--- src/rtl/scoreboard_hazard_unit.sv ---
// Pipeline hazard unit: operand forwarding, load-use stall, mul/div occupancy FSM, mispredict flush.
// Optional performance counters are built when HAZARD_PERF_EN is defined.
module scoreboard_hazard_unit #(
  parameter int REG_ADDR_W = 5,
  parameter int MD_LATENCY = 4,
  parameter int PERF_W     = 32
) (
  input  logic                  clk,
  input  logic                  rst_n,
  input  logic [REG_ADDR_W-1:0] d_rs1,
  input  logic [REG_ADDR_W-1:0] d_rs2,
  input  logic [1:0]            d_rs_used,
  input  logic [REG_ADDR_W-1:0] e_rs1,
  input  logic [REG_ADDR_W-1:0] e_rs2,
  input  logic [1:0]            e_rs_used,
  input  logic [REG_ADDR_W-1:0] e_rd,
  input  logic                  e_is_load,
  input  logic                  e_is_md,
  input  logic [REG_ADDR_W-1:0] m_rd,
  input  logic                  m_we,
  input  logic                  m_is_load,
  input  logic [REG_ADDR_W-1:0] w_rd,
  input  logic                  w_we,
  input  logic                  mispredict,
  output logic [1:0]            fwd_a,
  output logic [1:0]            fwd_b,
  output logic                  PC_en,
  output logic                  F_D_en,
  output logic                  D_E_en,
  output logic                  no_op,
  output logic                  em_bubble,
  output logic                  Flush,
  output logic [PERF_W-1:0]     perf_stall_cycles,
  output logic [PERF_W-1:0]     perf_flush_count,
  output logic                  dbg_md_busy
);

  localparam int CNT_W = (MD_LATENCY <= 2) ? 1 : $clog2(MD_LATENCY);
  localparam logic [CNT_W-1:0] CNT_LOAD = CNT_W'(MD_LATENCY - 2);

  localparam logic [1:0] FWD_NONE = 2'b00;
  localparam logic [1:0] FWD_MEM  = 2'b01;
  localparam logic [1:0] FWD_WB   = 2'b10;

  typedef enum logic {
    MD_IDLE = 1'b0,
    MD_BUSY = 1'b1
  } md_state_e;

  md_state_e        state_q, state_d;
  logic [CNT_W-1:0] cnt_q, cnt_d;
  logic             load_use;

  // A load still in M has no data yet, so it falls through to the W check.
  function automatic logic [1:0] fwd_sel(input logic [REG_ADDR_W-1:0] rs, input logic used);
    logic [1:0] sel;
    sel = FWD_NONE;
    if (used && (rs != '0) && (rs == m_rd) && m_we && !m_is_load) begin
      sel = FWD_MEM;
    end else if ((rs != '0) && (rs == w_rd) && w_we) begin
      sel = FWD_WB;
    end
    return sel;
  endfunction

  always_comb begin
    fwd_a = fwd_sel(e_rs1, e_rs_used[0]);
    fwd_b = fwd_sel(e_rs2, e_rs_used[1]);
  end

  always_comb begin
    load_use = e_is_load && (e_rd != '0) &&
               (((d_rs1 == e_rd) && d_rs_used[0]) || ((d_rs2 == e_rd) && d_rs_used[1]));
  end

  always_comb begin
    state_d   = state_q;
    cnt_d     = cnt_q;
    PC_en     = 1'b1;
    F_D_en    = 1'b1;
    D_E_en    = 1'b1;
    no_op     = 1'b0;
    em_bubble = 1'b0;
    Flush     = 1'b0;
    case (state_q)
      MD_IDLE: begin
        if (e_is_md) begin
          PC_en     = 1'b0;
          F_D_en    = 1'b0;
          D_E_en    = 1'b0;
          em_bubble = 1'b1;
          cnt_d     = CNT_LOAD;
          state_d   = MD_BUSY;
        end else if (mispredict) begin
          Flush = 1'b1;
          no_op = 1'b1;
        end else if (load_use) begin
          PC_en  = 1'b0;
          F_D_en = 1'b0;
          D_E_en = 1'b0;
          no_op  = 1'b1;
        end
      end
      MD_BUSY: begin
        // The release cycle (counter at zero) lets the pipeline advance normally.
        if (cnt_q != '0) begin
          PC_en     = 1'b0;
          F_D_en    = 1'b0;
          D_E_en    = 1'b0;
          em_bubble = 1'b1;
          cnt_d     = cnt_q - 1'b1;
        end else begin
          state_d = MD_IDLE;
        end
      end
      default: begin
        state_d = MD_IDLE;
        cnt_d   = '0;
      end
    endcase
  end

  always_ff @(posedge clk) begin
    if (!rst_n) begin
      state_q <= MD_IDLE;
      cnt_q   <= '0;
    end else begin
      state_q <= state_d;
      cnt_q   <= cnt_d;
    end
  end

  assign dbg_md_busy = (state_q == MD_BUSY);

`ifdef HAZARD_PERF_EN
  logic [PERF_W-1:0] stall_cnt_q, stall_cnt_d;
  logic [PERF_W-1:0] flush_cnt_q, flush_cnt_d;

  // Counters stick at all-ones rather than wrapping.
  always_comb begin
    stall_cnt_d = stall_cnt_q;
    flush_cnt_d = flush_cnt_q;
    if (!PC_en && (stall_cnt_q != '1)) stall_cnt_d = stall_cnt_q + 1'b1;
    if (Flush && (flush_cnt_q != '1)) flush_cnt_d = flush_cnt_q + 1'b1;
  end

  always_ff @(posedge clk) begin
    if (!rst_n) begin
      stall_cnt_q <= '0;
      flush_cnt_q <= '0;
    end else begin
      stall_cnt_q <= stall_cnt_d;
      flush_cnt_q <= flush_cnt_d;
    end
  end

  assign perf_stall_cycles = stall_cnt_q;
  assign perf_flush_count  = flush_cnt_q;
`else
  assign perf_stall_cycles = '0;
  assign perf_flush_count  = '0;
`endif

endmodule

--- config.mk ---
export PLATFORM = sky130hd
export DESIGN_NAME = scoreboard_hazard_unit
export DESIGN_NICKNAME = d
export VERILOG_FILES = /design/src/rtl/scoreboard_hazard_unit.sv
export SDC_FILE = /design/constraint.sdc
export NUM_CORES = 1
export LEC_CHECK = 0
export BUFFER_PORTS_ARGS = -buffer_cell sky130_fd_sc_hd__buf_2
export CAP_MARGIN = 20
export CORE_MARGIN = 4
export CORE_UTILIZATION = 35
export CTS_BUF_LIST = sky130_fd_sc_hd__clkbuf_2 sky130_fd_sc_hd__clkbuf_4 sky130_fd_sc_hd__clkbuf_8
export DETAILED_ROUTE_END_ITERATION = 8
export GPL_TIMING_DRIVEN = 0
export HOLD_SLACK_MARGIN = 0.05
export PLACE_DENSITY = 0.86
export SLEW_MARGIN = 20
export SYNTH_ARGS = -nofsm -noshare
export SYNTH_HDL_FRONTEND = slang
export SYNTH_SLANG_ARGS = --single-unit
--- constraint.sdc ---
create_clock -name clk -period 2.2 [get_ports clk]
set_clock_uncertainty 0.2 [all_clocks]
set_input_delay 0.44 -clock clk [delete_from_list [all_inputs] [get_ports clk]]
set_output_delay 0.44 -clock clk [all_outputs]
set_load 0.005 [all_outputs]
==> metrics.json <==
{
  "outcome": {"value": "finished with violations"},
  "failed_checks": {"value": "setup timing"},
  "critPathBufInv": {"value": 3},
  "dieArea": {"value": 4090, "unit": "um2"},
  "ctsHtreeMaxLevel": {"value": 1},
  "synth_compound_gate_area_share": {"value": 0.0536},
  "cp_cell_sequence": {"value": "buf_8 > or4_4 > o21a_1 > a31oi_4 > buf_4 > buf_6"},
  "p_leak": {"value": 1.05, "unit": "nW"},
  "synth_seq_area_share": {"value": 0.0547},
  "min_period_over_period": {"value": 1.04},
  "postRouteWirelength": {"value": 2.94, "unit": "mm"},
  "final_count_of_hold_timing_violations": {"value": 0},
  "finalWorstPathRequiredPeriod": {"value": 2.30, "unit": "ns"},
  "min-delay-start": {"value": "rst_n"},
  "horizontal_die_dimension": {"value": 64.0, "unit": "um"},
  "crit_required": {"value": 1.56, "unit": "ns"},
  "drive_gt1_frac": {"value": 0.544},
  "diodes": {"value": 0},
  "worstSetupPathType": {"value": "input pin to output pin"},
  "synthCells": {"value": 139},
  "fin_ws": {"value": -0.0956, "unit": "ns"},
  "tritoncts_num_sinks": {"value": 3},
  "number_of_vias_per_cell": {"value": 3.64},
  "synth.area.mux_share": {"value": 0},
  "grt_pass1_vias": {"value": 1101},
  "power_density": {"value": 275, "unit": "nW/um2"},
  "synthArstFlopShare": {"value": 0},
  "clk_transition_reported_paths": {"value": 0.04, "unit": "ns"},
  "area.growth.synth_to_final": {"value": 68.3, "unit": "%"},
  "place.detailed.hpwl": {"value": 2.55, "unit": "mm"},
  "drt-pass1-iter-count": {"value": 4},
  "crit_path_max_fanout": {"value": 3},
  "multi_input_comb_area": {"value": 800, "unit": "um2"},
  "vias": {"value": 1142},
  "basic_gate_share_of_the_synthesized_area_counting_and_or_nand_and_nor_cells": {"value": 0.179},
  "startpoint": {"value": "e_rd[4]"},
  "register_area": {"value": 60.1, "unit": "um2"},
  "grt.overflow.total": {"value": 0},
  "synth-adder-area-share": {"value": 0.0114},
  "globalRouteTotalUtil": {"value": 0.132},
  "fin_util": {"value": 0.610},
  "chipHeight": {"value": 64.0, "unit": "um"},
  "syn_avg_cell_area": {"value": 7.89, "unit": "um2"},
  "antenna_found_initial": {"value": 0},
  "worst_ep_arrival_time": {"value": 1.66, "unit": "ns"},
  "max-clock-path-buffers": {"value": 2},
  "cts-buffers-inserted": {"value": 3},
  "wire_length_per_cell_after_detailed_routing": {"value": 9.35, "unit": "um"},
  "clock_tree_from_tritoncts": {"value": "built"},
  "setup.worst_path.end_class": {"value": "output pin"},
  "gr-max-usage-layer": {"value": "met2"},
  "synth.lib_cells_used.distinct": {"value": 23},
  "setup-violations-final": {"value": 6},
  "critical_path.startpoint_type": {"value": "input pin"},
  "gr-usage-met2": {"value": 0.268},
  "critical_path.slowest_cell": {"value": "sky130_fd_sc_hd__or4_4"},
  "met1_usage_in_global_routing": {"value": 0.117},
  "worstReg2RegStart": {"value": "cnt_q[0]"},
  "fmaxAchievable": {"value": 0.436, "unit": "GHz"},
  "dpl_worst_slack": {"value": -0.261, "unit": "ns"},
  "routabilityCongestion": {"value": 0.756},
  "final.setup.tns": {"value": -0.384, "unit": "ns"},
  "post-route-drc-count": {"value": 0},
  "critical_path.top_delay_family": {"value": "simple AND/OR/NAND/NOR gates"},
  "coreArea": {"value": 3030, "unit": "um2"},
  "grt_first_pass_wirelength": {"value": 4.44, "unit": "mm"},
  "antenna_left": {"value": 0},
  "synth_ff_type": {"value": "sky130_fd_sc_hd__dfxtp_1"},
  "floorplan.io_pins": {"value": 122},
  "ir_worst_vdd": {"value": 0.000256, "unit": "V"},
  "n_fill_cell": {"value": 263},
  "grt_start_max_net_pins": {"value": 6},
  "synthXorXnorAreaFrac": {"value": 0.239},
  "grt_setup_unrepaired": {"value": "yes"},
  "placement.io_buffers": {"value": 57},
  "final_max_slew_viol_count": {"value": 0},
  "clk_latency": {"value": 0.25, "unit": "ns"},
  "drt_first_iter_violations": {"value": 20},
  "holdCritPathClass": {"value": "input pin to register"},
  "initial_util": {"value": 0.362},
  "nNetsFinal": {"value": 319},
  "synth_edf_count": {"value": 0},
  "grt_util_met3": {"value": 0.0439},
  "cp_slowest_stage_delay": {"value": 0.51, "unit": "ns"},
  "cts.root.buffer_cell": {"value": "sky130_fd_sc_hd__clkbuf_4"},
  "synthesis.area": {"value": 1100, "unit": "um2"},
  "maxCapViolations": {"value": 0},
  "cell_row_count": {"value": 20},
  "synth_top_family_by_area": {"value": "buffers and inverters"},
  "synth_warnings": {"value": 0},
  "synth-seq-cells": {"value": 3}
}
sequential cells by signal, summed over array words and instances, names as in the netlist:
register,cells
cnt_q,2
dbg_md_busy,1
worst reg2reg max path, cell delays in order (launching register included):
cell,delay (ns)
sky130_fd_sc_hd__dfxtp_1,0.36
sky130_fd_sc_hd__inv_1,0.06
sky130_fd_sc_hd__ha_1,0.23
sky130_fd_sc_hd__a21oi_2,0.31
sky130_fd_sc_hd__nand2_1,0.12
sky130_fd_sc_hd__o211a_1,0.14
per-layer routing:
metal / wire length [um] / share of wire
met2: 1620 / 0.55
met1: 843 / 0.29
met3: 423 / 0.14
met5: 0 / 0
met4: 48 / 0.016
cell usage after synthesis (2+ instances only):
cell                      instances  area [um2]
sky130_fd_sc_hd__inv_1            2        7.51
sky130_fd_sc_hd__dfxtp_1          3        60.1
sky130_fd_sc_hd__nor2_4           2        22.5
sky130_fd_sc_hd__nor3_2           2        20.0
sky130_fd_sc_hd__nand4_1          6        37.5
sky130_fd_sc_hd__nor2b_1          2        12.5
sky130_fd_sc_hd__buf_4           66         495
sky130_fd_sc_hd__xnor2_1         30         263
sky130_fd_sc_hd__a21oi_1          2        10.0
sky130_fd_sc_hd__nand3_1          2        10.0
sky130_fd_sc_hd__and2_1           2        12.5
sky130_fd_sc_hd__o211a_1          2        20.0
sky130_fd_sc_hd__or4_4            2        22.5
sky130_fd_sc_hd__nand2_1          6        22.5
sky130_fd_sc_hd__nor4_2           2        25.0
placed cells by master (no fill, tap or decap), drive strengths merged:
master / synthesis / routed
nand2: 6 / 6
and2: 2 / 2
ha: 1 / 1
a31oi: 1 / 1
a21oi: 2 / 2
conb: 1 / 64
nand3: 2 / 2
nor2: 3 / 3
inv: 2 / 2
nand4: 6 / 6
nor4: 2 / 2
buf: 66 / 130
a31o: 1 / 1
nor3: 2 / 2
clkbuf: 0 / 4
o21a: 1 / 1
o211a: 2 / 2
o22ai: 1 / 1
nor2b: 2 / 2
xnor2: 30 / 30
or4: 3 / 3
dfxtp: 3 / 3
where the power goes:
| part | internal [W] | switching (W) | leakage (nW) |
|---|---|---|---|
| logic | 0.000193 | 0.000131 | 1.01 |
| registers | 0.0000603 | 0.00000474 | 0.0249 |
| clock network | 0.0000809 | 0.0000377 | 0.0184 |
| total | 0.000334 | 0.000173 | 1.05 |
stage by stage:
stage | hold WS (ns) | total power, W | instances | cell area (um2)
floorplan | 0.272 | 0.000264 | 202 | 1330
global placement | 0.284 | 0.000346 | 303 | 1670
detailed placement | 0.288 | 0.000351 | 303 | 1670
CTS | 0.243 | 0.000488 | 313 | 1820
global route | 0.250 | 0.000551 | 314 | 1850
finish | 0.242 | 0.000507 | 314 | 1850
area by class of cell:
type                    instances  share of cell area
inverters                       2             0.00407
repair buffers                 64               0.216
well taps                      44              0.0298
multi-input cells             131               0.433
clock buffers                   4              0.0163
plain buffers                  66               0.268
flip-flops and latches          3              0.0325
what timing repair did:
item                                    CTS  global route
hold buffers                              0             0
pin swaps                                11             6
buffers inserted                          6             1
resized for setup                        16             4
endpoints found under the setup margin    6             7
kinds of logic after synthesis:
logic type / count (synthesis)
XOR/XNOR: 30
other: 1
adder cells (fa/ha/maj): 1
buffers and inverters: 68
flip-flops: 3
AO/OA/AOI/OAI: 8
AND/OR/NAND/NOR: 28
worst paths after layout:
path	endpoint	slack [ns]	cells after the start
setup / recovery	PC_en	-0.1	6
hold / removal	dbg_md_busy	0.24	2
setup reg to reg	cnt_q[0]	0.68	5
hold reg to reg	cnt_q[1]	0.30	1
No activity file was read; power rests on OpenSTA's default activity.
